**src/rtl/addsub_word_sequencer.sv**
```systemverilog
// Multi-cycle WIDTH-bit add/subtract built from one 4-bit slice, LSB nibble first, one nibble per clock.
// Latency: start sampled in cycle 0 -> done pulse in cycle NSLICE+1; one operation per NSLICE+2 cycles.
// Backpressure: busy high in RUN/DONE; start is ignored while busy. Optional signed-overflow output under ADDSUB_OVF_EN.
module addsub_word_sequencer #(
   parameter int WIDTH = 16
) (
   input  logic             clk,
   input  logic             rst,
   input  logic             start,
   input  logic             mode,
   input  logic [WIDTH-1:0] a,
   input  logic [WIDTH-1:0] b,
   output logic             busy,
   output logic             done,
   output logic [WIDTH-1:0] result,
   output logic             cout
`ifdef ADDSUB_OVF_EN
   ,
   output logic             ovf
`endif
);

   localparam int NSLICE = WIDTH / 4;
   localparam int IDXW   = $clog2(NSLICE);
   localparam logic [IDXW-1:0] IDX_LAST = IDXW'(NSLICE - 1);

   typedef enum logic [1:0] {
      S_IDLE = 2'd0,
      S_RUN  = 2'd1,
      S_DONE = 2'd2
   } state_t;

   state_t            state;
   state_t            state_nxt;
   logic [WIDTH-1:0]  a_q;
   logic [WIDTH-1:0]  b_q;
   logic              mode_q;
   logic              carry_q;
   logic [IDXW-1:0]   idx;
   logic [3:0]        a_nib;
   logic [3:0]        b_nib;
   logic [4:0]        slice_sum;
   logic              last_slice;

   // State register; reset forces IDLE and discards any operation in flight.
   always_ff @(posedge clk) begin
      if (rst) begin
         state <= S_IDLE;
      end else begin
         state <= state_nxt;
      end
   end

   // Next-state and handshake outputs.
   always_comb begin
      state_nxt = state;
      busy      = 1'b0;
      done      = 1'b0;
      case (state)
         S_IDLE: begin
            if (start) begin
               state_nxt = S_RUN;
            end
         end
         S_RUN: begin
            busy = 1'b1;
            if (last_slice) begin
               state_nxt = S_DONE;
            end
         end
         S_DONE: begin
            busy      = 1'b1;
            done      = 1'b1;
            state_nxt = S_IDLE;
         end
         default: begin
            state_nxt = S_IDLE;
         end
      endcase
   end

   // The shared 4-bit slice: subtraction is a + ~b + 1, the +1 coming from carry_q seeded with mode.
   always_comb begin
      a_nib      = a_q[{idx, 2'b00} +: 4];
      b_nib      = b_q[{idx, 2'b00} +: 4] ^ {4{mode_q}};
      slice_sum  = {1'b0, a_nib} + {1'b0, b_nib} + {4'b0000, carry_q};
      last_slice = (idx == IDX_LAST);
   end

   // Operand latch, nibble-by-nibble result build and final carry/overflow capture.
   always_ff @(posedge clk) begin
      if (rst) begin
         a_q     <= '0;
         b_q     <= '0;
         mode_q  <= 1'b0;
         carry_q <= 1'b0;
         idx     <= '0;
         result  <= '0;
         cout    <= 1'b0;
`ifdef ADDSUB_OVF_EN
         ovf     <= 1'b0;
`endif
      end else begin
         case (state)
            S_IDLE: begin
               if (start) begin
                  a_q     <= a;
                  b_q     <= b;
                  mode_q  <= mode;
                  carry_q <= mode;
                  idx     <= '0;
               end
            end
            S_RUN: begin
               result[{idx, 2'b00} +: 4] <= slice_sum[3:0];
               carry_q                   <= slice_sum[4];
               idx                       <= idx + 1'b1;
               if (last_slice) begin
                  cout <= slice_sum[4];
`ifdef ADDSUB_OVF_EN
                  // Signed overflow: operands agree in sign but the result sign differs.
                  ovf  <= (a_q[WIDTH-1] == (b_q[WIDTH-1] ^ mode_q)) &&
                          (slice_sum[3] != a_q[WIDTH-1]);
`endif
               end
            end
            default: begin
            end
         endcase
      end
   end

endmodule

```
**config.mk**
```make
export PLATFORM = sky130hd
export DESIGN_NAME = addsub_word_sequencer
export DESIGN_NICKNAME = d
export VERILOG_FILES = /design/src/rtl/addsub_word_sequencer.sv
export SDC_FILE = /design/constraint.sdc
export NUM_CORES = 1
export LEC_CHECK = 0
export CORE_ASPECT_RATIO = 1.75
export CORE_MARGIN = 10
export CORE_UTILIZATION = 46
export DETAILED_ROUTE_END_ITERATION = 6
export HOLD_SLACK_MARGIN = 0.05
export PLACE_DENSITY = 0.73
export SLEW_MARGIN = 20
export SYNTH_ARGS = -nofsm -noshare
export SYNTH_HDL_FRONTEND = slang
export SYNTH_SLANG_ARGS = --single-unit
```
**constraint.sdc**
```tcl
create_clock -name clk -period 2.62 [get_ports clk]
set_input_delay 0.393 -clock clk [delete_from_list [all_inputs] [get_ports clk]]
set_output_delay 0.393 -clock clk [all_outputs]
set_load 0.02 [all_outputs]
```
==> impl_results.md <==
- Outcome: finished, final reports clean
- Critical path's largest stage delay: 570 ps
- H-tree levels: 2
- Lkg Pwr: 0.001270 µW
- Vias in the first global route: 2221
- Combinational Power Share: 19.7%
- Synth warn: 0
- N_diodes: 0
- Worst-Skew Late Latency: 310 ps
- Area Growth Syn to Fin: 26.75%
- Cells after Synth: 285
- CP max FO: 4
- Final Hold Fails: 0
- Async set-reset flop share out of synthesis: 0%
- Setup violations, final: 0
- GR Util All Layers: 13.17%
- Relative slew margins: 50.47%
- Worst Setup End Kind: register
- Sequential area share after synthesis: 42.41%
- HPWL Detailed: 4.570 mm
- Io pins: 55
- CP Cell Sequence: mux4_1, xor2_1, fa_2, fa_2, xor2_1, buf_4, a32oi_1, nor2_1
- Via Count: 2191
- First-pass GRT wire length: 10.25 mm
- Fin Setup TNS: 0 ps
- Simple-Gate Fraction of Synth Area: 20.10%
- Mux share of post-synthesis cell area: 8.482%
- Post-Syn Area: 0.002596 mm²
- Worst clock skew: 4.259 ps
- Sequential power share: 51.9%
- Final hold slack: 454.8 ps
- Synth Area in Adders: 7.325%
- Clk sink count: 55
- Detailed router's first-iteration violation count: 140
- Fill cells: 509
- Largest family of logic cells by synthesized area: simple AND/OR/NAND/NOR gates
- VDD IR max: 0.3599 mV
- WS Path Type: register to register
- Xor/xnor share of the synthesized area: 1.687%
- Synth Area per Inst: 9.110 µm²
- Sw frac: 28.89%
- Die outline area: 0.009168 mm²
- Synth area leaders: dfxtp_1 42%, nand2_1 11%, mux4_1 8.1%
- Slowest-stage cell, CP: mux4_1
- Tcrit/Tclk final: 94.80%
- Commonest cells post-synth: 78 x nand2_1, 55 x dfxtp_1, 41 x a21oi_1, 12 x ha_1, 11 x nor2_1
- Worst Hold Depth: 2
- Initial antenna violation count: 0
- Slew @ Worst Pin: 742.9 ps
- Num CTS Buffers: 5
- Post-synth top flop: dfxtp_1
- Type of origin of the critical path: register
- Pin count of the biggest net entering global routing: 44
- Max Root-Sink Buffers: 2
- FF-to-FF setup slack: 140 ps
- Wire per inst: 14.79 µm
- Die Y: 119.4 µm
- CTS tree: done
- DRC errors left: 0
- Post-CTS Hold Buffers: 0
- Power Dens Cells: 529.3 mW/mm²
- Yosys top cell area share: 42.41%
- Antenna Nets Post-Route: 0
- Share of layout cells above drive strength 1: 6.866%
- IO buf count: 54
- Initial Util: 46.86%
- Total wire length: 6.077 mm
- Total gr overflow: 0
- Vias per cell: 5.331
- Die W: 76.79 µm
- Synth Area in Compound Gates: 15.42%
- Clk pwr share: 28.4%
- Final min period: 2484 ps
- Synth unique cells: 36
- Synth Register Bits: 55
- Max Slew Vio Count: 0
- Fmax achieved: 0.4026 GHz
- Internal cell power: 1239 µW
- EDFF count, synth: 0
- Root Buffer Master: clkbuf_8
- RSZ-0062 raised after global routing: no
- Max_cap viols: 0
- First-pass iteration count of the detailed router: 4
- Finished Core Util: 59.39%
- Syn nets: 335
- Reg2reg path depth: 8
- Worst endpoint data arrival time: 2670 ps
- Psw: 503.2 µW
- Final #Nets: 384
- Count leader, synth: nand2_1
- GP Congestion: 0.8951
- CP Data Required Time: 2800 ps
- CTS clock-pin slew for the worst setup and hold paths: 100 ps
- Area of the core: 0.005540 mm²
- Yosys top cell by area: dfxtp_1
- Hold crit path type: register to register
- Row count: 36
sequential cells by signal, summed over array words and instances, names as in the netlist:
register / cells
mode_q: 1
cout: 1
idx: 2
carry_q: 1
state: 2
b_q: 16
result: 16
a_q: 16
power groups by stage:
stage	Sequential, µW	Clock (µW)	Combinational, µW
floorplan	921	0	205
global route	909	530	384
CTS	903	502	341
finish	904	495	343
detailed placement	922	0	339
global placement	921	0	331
metrics by stage:
stage / power (µW) / area (µm²) / std cells / setup slack, ps
final: 1742 / 3291 / 411 / 136.2
after detailed placement: 1262 / 3184 / 403 / 59.89
after CTS: 1746 / 3281 / 411 / 33.83
after global placement: 1253 / 3184 / 403 / 109.6
after floorplan: 1126 / 2596 / 285 / 35.75
after global routing: 1823 / 3291 / 411 / 14.43
cell families after synthesis:
logic type / count (synthesis)
DFF: 55
muxes: 9
and+or+nand+nor: 115
buffers and inverters: 23
xor gates and xnor gates: 5
AOI/OAI and AO/OA: 64
adders and majority gates: 14
worst max-delay path: cells and delay by family (launching register included):
family | cells | cell delay [ps]
AO/OA/AOI/OAI | 1 | 180
XOR/XNOR | 2 | 320
adder cells (fa/ha/maj) | 2 | 720
buffers and inverters | 1 | 160
flip-flops | 1 | 350
multiplexers | 1 | 570
AND/OR/NAND/NOR | 1 | 50
placed cells by master, fill, tap and decap left out, types with 2 or more instances in the layout:
cell / netlist / layout
and2_1: 3 / 3
o211ai_1: 2 / 2
nand4b_1: 4 / 4
nand3_1: 4 / 4
xor2_1: 5 / 4
nor2_1: 11 / 11
buf_4: 1 / 5
o2111ai_1: 4 / 4
mux4_1: 8 / 7
inv_1: 5 / 5
clkdlybuf4s50_1: 0 / 53
clkbuf_8: 0 / 5
a32oi_1: 10 / 10
o221ai_1: 3 / 3
a21o_1: 2 / 2
a21oi_1: 41 / 41
nand3b_1: 3 / 3
nand2_1: 78 / 78
dfxtp_1: 55 / 54
ha_1: 12 / 12
nor2b_1: 2 / 2
fa_2: 0 / 2
nand2b_1: 2 / 2
area by class of cell:
type / instances / area (µm²) / share of cell area (%)
Clock buffer: 5 / 68.82 / 2.091
Clock inverter: 3 / 27.53 / 0.8365
Inverter: 5 / 18.77 / 0.5703
Multi-Input combinational cell: 207 / 1385 / 42.09
Sequential cell: 55 / 1102 / 33.50
Tap cell: 76 / 95.09 / 2.890
Timing Repair Buffer: 60 / 593.1 / 18.02
worst paths after layout:
check                            end              startpoint
min reg2reg   result[1]$_SDFFE_PP0P_  result[1]$_SDFFE_PP0P_
max reg2reg  result[14]$_SDFFE_PP0P_     idx[1]$_SDFFE_PP0P_
min           result[1]$_SDFFE_PP0P_  result[1]$_SDFFE_PP0P_
max          result[14]$_SDFFE_PP0P_     idx[1]$_SDFFE_PP0P_
per-layer routing:
metal,share of wire (%),vias to the layer above,track usage (%)
met5,0,-,0
met2,55,60,24.84
met4,1.0,0,4.206
li1,-,1096,-
met1,39,1030,13.75
met3,4.7,5,3.163
what timing repair did:
action,4_1_cts,5_1_grt
setup endpoints to repair,0,10
buffers inserted,0,0
gates resized for setup,0,5
No activity file was read; power rests on OpenSTA's default activity.
